==> src/rtl/keypad_scan_driver.sv <==
// rtl/keypad_scan_driver.sv - 4x4 matrix keypad scanner with press/release debounce
//
// Purpose: drives one-cold active-low column strobes across a 4x4 keypad,
// samples the active-low rows through a 2-flop synchroniser, debounces the
// press and the release of one key, and reports one hex code per press.
//
// Ports:
//   clk        system clock
//   reset      asynchronous, active-low
//   row[3:0]   keypad rows, active-low, pulled up; row[0] is the top row
//   col[3:0]   column drive, one-cold active-low; col[0] is the left column
//   key_code   hex code of the last accepted key (held until the next press)
//   key_valid  one-cycle pulse when a press is accepted
//   key_held   high from press acceptance until release acceptance
module keypad_scan_driver #(
  parameter int SCAN_DIV        = 1000,
  parameter int DEBOUNCE_CYCLES = 50000
) (
  input  logic       clk,
  input  logic       reset,
  input  logic [3:0] row,
  output logic [3:0] col,
  output logic [3:0] key_code,
  output logic       key_valid,
  output logic       key_held
);

  localparam int DW = (SCAN_DIV > 1) ? $clog2(SCAN_DIV) : 1;
  localparam int BW = (DEBOUNCE_CYCLES > 1) ? $clog2(DEBOUNCE_CYCLES) : 1;
  localparam logic [DW-1:0] DWELL_LAST = DW'(SCAN_DIV - 1);
  localparam logic [BW-1:0] DB_LAST    = BW'(DEBOUNCE_CYCLES - 1);

  typedef enum logic [1:0] {
    SCAN     = 2'd0,
    DEBOUNCE = 2'd1,
    PRESSED  = 2'd2,
    RELEASE  = 2'd3
  } state_t;

  state_t        state, state_d;
  logic [3:0]    row_meta, row_sync;
  logic [DW-1:0] dwell_cnt, dwell_cnt_d;
  logic [BW-1:0] db_cnt, db_cnt_d;
  logic [1:0]    col_idx, col_idx_d;
  logic [1:0]    row_idx, row_idx_d;
  logic [3:0]    col_d;
  logic [3:0]    key_code_d;
  logic          key_valid_d;
  logic          key_held_d;
  logic          row_hit;
  logic [1:0]    low_row;
  logic [3:0]    key_lookup;

  // Rows are asynchronous to clk; both stages idle at "nothing pressed".
  always_ff @(posedge clk or negedge reset) begin
    if (!reset) begin
      row_meta <= 4'hF;
      row_sync <= 4'hF;
    end else begin
      row_meta <= row;
      row_sync <= row_meta;
    end
  end

  // Lowest-indexed low row wins when several keys share the driven column.
  always_comb begin
    low_row = 2'd3;
    if (!row_sync[0])      low_row = 2'd0;
    else if (!row_sync[1]) low_row = 2'd1;
    else if (!row_sync[2]) low_row = 2'd2;
  end

  // The tracked key is still making contact.
  assign row_hit = ~row_sync[row_idx];

  always_comb begin
    key_lookup = 4'h0;
    case ({row_idx, col_idx})
      4'b00_00: key_lookup = 4'h1;
      4'b00_01: key_lookup = 4'h2;
      4'b00_10: key_lookup = 4'h3;
      4'b00_11: key_lookup = 4'hA;
      4'b01_00: key_lookup = 4'h4;
      4'b01_01: key_lookup = 4'h5;
      4'b01_10: key_lookup = 4'h6;
      4'b01_11: key_lookup = 4'hB;
      4'b10_00: key_lookup = 4'h7;
      4'b10_01: key_lookup = 4'h8;
      4'b10_10: key_lookup = 4'h9;
      4'b10_11: key_lookup = 4'hC;
      4'b11_00: key_lookup = 4'hE;
      4'b11_01: key_lookup = 4'h0;
      4'b11_10: key_lookup = 4'hF;
      4'b11_11: key_lookup = 4'hD;
      default:  key_lookup = 4'h0;
    endcase
  end

  always_ff @(posedge clk or negedge reset) begin
    if (!reset) begin
      state     <= SCAN;
      dwell_cnt <= '0;
      db_cnt    <= '0;
      col_idx   <= 2'd0;
      row_idx   <= 2'd0;
      col       <= 4'b1110;
      key_code  <= 4'h0;
      key_valid <= 1'b0;
      key_held  <= 1'b0;
    end else begin
      state     <= state_d;
      dwell_cnt <= dwell_cnt_d;
      db_cnt    <= db_cnt_d;
      col_idx   <= col_idx_d;
      row_idx   <= row_idx_d;
      col       <= col_d;
      key_code  <= key_code_d;
      key_valid <= key_valid_d;
      key_held  <= key_held_d;
    end
  end

  // col_idx stays put outside SCAN, which is what freezes the column while a
  // key is being debounced or held; leaving for SCAN always steps one column.
  always_comb begin
    state_d     = state;
    dwell_cnt_d = dwell_cnt;
    db_cnt_d    = db_cnt;
    col_idx_d   = col_idx;
    row_idx_d   = row_idx;
    key_code_d  = key_code;
    key_valid_d = 1'b0;
    key_held_d  = key_held;

    case (state)
      SCAN: begin
        if (dwell_cnt == DWELL_LAST) begin
          dwell_cnt_d = '0;
          if (row_sync == 4'hF) begin
            col_idx_d = col_idx + 2'd1;
          end else begin
            row_idx_d = low_row;
            db_cnt_d  = '0;
            state_d   = DEBOUNCE;
          end
        end else begin
          dwell_cnt_d = dwell_cnt + 1'b1;
        end
      end

      DEBOUNCE: begin
        if (!row_hit) begin
          state_d     = SCAN;
          col_idx_d   = col_idx + 2'd1;
          dwell_cnt_d = '0;
        end else if (db_cnt == DB_LAST) begin
          state_d     = PRESSED;
          key_code_d  = key_lookup;
          key_valid_d = 1'b1;
          key_held_d  = 1'b1;
        end else begin
          db_cnt_d = db_cnt + 1'b1;
        end
      end

      PRESSED: begin
        if (!row_hit) begin
          db_cnt_d = '0;
          state_d  = RELEASE;
        end
      end

      RELEASE: begin
        if (row_hit) begin
          state_d = PRESSED;
        end else if (db_cnt == DB_LAST) begin
          key_held_d  = 1'b0;
          state_d     = SCAN;
          col_idx_d   = col_idx + 2'd1;
          dwell_cnt_d = '0;
        end else begin
          db_cnt_d = db_cnt + 1'b1;
        end
      end

      default: state_d = SCAN;
    endcase

    col_d = ~(4'b0001 << col_idx_d);
  end

endmodule

==> config.mk <==
export PLATFORM = sky130hd
export DESIGN_NAME = keypad_scan_driver
export DESIGN_NICKNAME = d
export VERILOG_FILES = /design/src/rtl/keypad_scan_driver.sv
export SDC_FILE = /design/constraint.sdc
export NUM_CORES = 1
export LEC_CHECK = 0
export BUFFER_PORTS_ARGS = -buffer_cell sky130_fd_sc_hd__buf_2
export CAP_MARGIN = 20
export CORE_ASPECT_RATIO = 0.5
export CORE_MARGIN = 4
export CORE_UTILIZATION = 31
export DETAILED_ROUTE_END_ITERATION = 8
export PLACE_DENSITY = 0.46
export SLEW_MARGIN = 10
export SYNTH_ARGS = -nofsm -noshare
export SYNTH_HDL_FRONTEND = slang
export SYNTH_SLANG_ARGS = --single-unit
==> constraint.sdc <==
create_clock -name clk -period 2.2 [get_ports clk]
set_input_delay 0.11 -clock clk [delete_from_list [all_inputs] [get_ports clk]]
set_output_delay 0.11 -clock clk [all_outputs]
set_load 0.01 [all_outputs]
==> results.yml <==
sta:
  tightest_slew_ps: 635
  fin_tns_setup_ps: -1360
  period_share: 1.05
  rsz0062_at_grt: "true"
  slew-limit-headroom: 0.577
  setup_slack_ps: -118
  period_needed_ps: 2320
  finalSetupViolations: 22
  clock.fmax_mhz: 431
  slew_viol_final: 0
  hold_viol: 0
  clock_skew_ps: 8.34
synth:
  netlist_area_um2: 2710
  avgSynthCellArea_um2: 9.71
  ys_seq_elements: 50
  yosysWarningCount: 0
  synth_ff_type: "dfrtp_1"
  synthesis.nets: 296
  synth_cells: 279
  synth_edf_count: 0
  async_flop_share: 1.00
  synth-seq-area-share: 0.467
  ys_types: 52
grt:
  grt_pass1_wl_um: 10800
  grt_pass1_vias: 2167
  antenna_found_initial: 0
  track_usage: 0.130
  grt.overflow.total: 0
  grt_max_degree: 27
cts:
  root_buffer: "clkbuf_16"
  clock_latency_ps: 290
  cts_buffers: 5
  cts_buffer_depth: 2
  path_clk_slew_ps: 70
  cts_tree: "done"
  cts_num_sinks: 50
  htreeDepth: 2
die:
  dieArea_um2: 10400
  core-area_um2: 8260
  io_pins: 16
  die_x_um: 140
  start_util: 0.328
  rows: 23
  die_y_um: 74.1
detailed_routing:
  dr.pass1.iters: 4
  postRouteAntennaNets: 0
  via_count: 2329
  viasPerCell: 4.98
  wire_per_inst_um: 14.2
  drtIter0Drc: 131
  drt_wl_total_um: 6640
  drc_errors: 0
run_status:
  violations: "negative setup slack"
  run_status: "finished with violations"
worst_setup_path:
  cp-endpoint: "db_cnt[13]$_DFFE_PN0P_"
  crit_path_end_kind: "flip-flop"
  crit_path_start_kind: "flip-flop"
  worstPathMaxFanout: 6
  crit_type: "flip-flop to flip-flop"
  path_cells: "nand4b_1, o41ai_2, a21boi_2, o31ai_4, buf_6, or4_4, a21oi_2"
  r2r-start: "dwell_cnt[3]$_DFFE_PN0P_"
  ff2ff_path_depth: 7
  crit_slowest_cell: "or4_4"
  startpoint: "dwell_cnt[3]$_DFFE_PN0P_"
  cpPeakStageDelay_ps: 500
  timing.rr.end: "db_cnt[13]$_DFFE_PN0P_"
  required_ps: 2420
  arrival_ps: 2540
  regToRegSetupSlack_ps: -120
placement:
  place.gp.congestion: 0.817
  numPortBuffers: 15
  dp_cells: 444
  placed_area_um2: 3240
  dp.final_hpwl_um: 4710
layout:
  nNetsFinal: 372
  layout.cells.non_filler: 468
  drive_above_1_share: 0.399
  num_antenna_cells: 0
  area_delta_synth_final_pct: 38.2
  fillers: 817
  fin_util: 0.453
  final_area_um2: 3740
pwr:
  power_mw: 1.88
  p_leak_nw: 1.63
  peakVddDrop_uv: 256
  power_density_nw_per_um2: 503
job:
  maxCapViolCount: 0
hold_path:
  hold_path_class: "input port to async pin"
==> power by group <==
group | total, mW | internal (mW) | switching, mW
Combinational | 0.0538 | 0.0227 | 0.0311
Sequential | 0.937 | 0.933 | 0.00408
Clock | 0.891 | 0.537 | 0.354
Total | 1.88 | 1.49 | 0.390
==> layout make-up <==
class | instances | area, um^2 | area share
clock inverter | 3 | 45.0 | 0.0120
tap | 112 | 140 | 0.0374
clock buffer | 5 | 125 | 0.0334
sequential | 50 | 1260 | 0.338
multi-input combinational | 208 | 1530 | 0.408
timing repair buffer | 79 | 601 | 0.160
inverter | 11 | 41.3 | 0.0110
==> cells in the mapped netlist, drive strengths merged (6+ instances only) <==
cell type / number / area [um^2]
dfrtp: 39 / 976
o21ai: 32 / 160
nand2: 29 / 109
nor2: 20 / 90.1
a21oi: 18 / 90.1
nand3: 12 / 65.1
o31ai: 12 / 95.1
dfstp: 11 / 289
ha: 11 / 138
inv: 11 / 41.3
and3: 8 / 50.1
or3: 8 / 50.1
buf: 6 / 47.5
nand2b: 6 / 37.5
==> repair_timing <==
item                                    in CTS  in global routing
gates cloned                                 2                  0
setup buffers                                3                  6
pin swaps                                    4                 11
hold buffers                                 5                  0
hold endpoints to repair                    24                  0
endpoints found under the setup margin      27                 37
gates resized for setup                     23                 38
==> logic make-up after synthesis <==
kind of cell             after synthesis  synth area share
adder cells (fa/ha/maj)               11            0.0508
AO/OA/AOI/OAI                         81             0.186
AND/OR/NAND/NOR                      110             0.226
multiplexers                           6            0.0319
flip-flops                            50             0.467
buffers and inverters                 21            0.0383
==> worst min-delay path by stage <==
stage | cells past startpoint | slack, ps | start | end
finish | 2 | 360 | reset | db_cnt[7]$_DFFE_PN0P_
global route | 0 | 360 | row_meta[3]$_DFF_PN1_ | row_sync[3]$_DFF_PN1_
CTS | 0 | 360 | row_meta[3]$_DFF_PN1_ | row_sync[3]$_DFF_PN1_
detailed placement | 1 | 170 | reset | db_cnt[7]$_DFFE_PN0P_
global placement | 1 | 150 | reset | db_cnt[7]$_DFFE_PN0P_
floorplan | 0 | -190 | reset | async pin
==> metal layers <==
layer,track usage,routed length [um],part of all wire
met5,0,0,0
met4,0.0290,52,0.0078
met3,0.0360,219,0.033
met2,0.202,2950,0.44
met1,0.182,3420,0.51
==> metrics by stage <==
| stage | hold WS (ps) | setup WS (ps) |
|---|---|---|
| 2_1_floorplan | -186 | -37.2 |
| 3_3_place_gp | 154 | -222 |
| 3_5_place_dp | 167 | -320 |
| 4_1_cts | 357 | -104 |
| 5_1_grt | 364 | -178 |
| 6_report | 356 | -118 |
==> state kept, by name, summed over array words and instances, names as in the netlist, named ones only <==
| name | cells |
|---|---|
| col | 4 |
| col_idx | 2 |
| db_cnt | 16 |
| dwell_cnt | 10 |
| key_code | 4 |
| key_held | 1 |
| key_valid | 1 |
| row_idx | 2 |
| row_meta | 4 |
| row_sync | 4 |
| state | 1 |
==> layout by cell type (no fill, tap or decap), types with 7 or more instances in the layout <==
cell type	Yosys	layout
a21oi_1	18	13
and3_1	8	8
buf_2	2	16
buf_4	0	51
dfrtp_1	39	39
dfstp_2	11	11
ha_1	11	10
inv_1	11	11
nand2_1	29	26
nand3_1	11	11
nor2_1	18	17
o21ai_0	32	19
o21ai_1	0	8
o31ai_2	1	7
or3_1	8	8
==> worst max-delay path: cells and delay by family (launching register included) <==
family,cells,cell delay (ps)
AO/OA/AOI/OAI,4,980
AND/OR/NAND/NOR,2,730
flip-flops,1,380
buffers and inverters,1,150
Power figures use the tool's default switching activity.
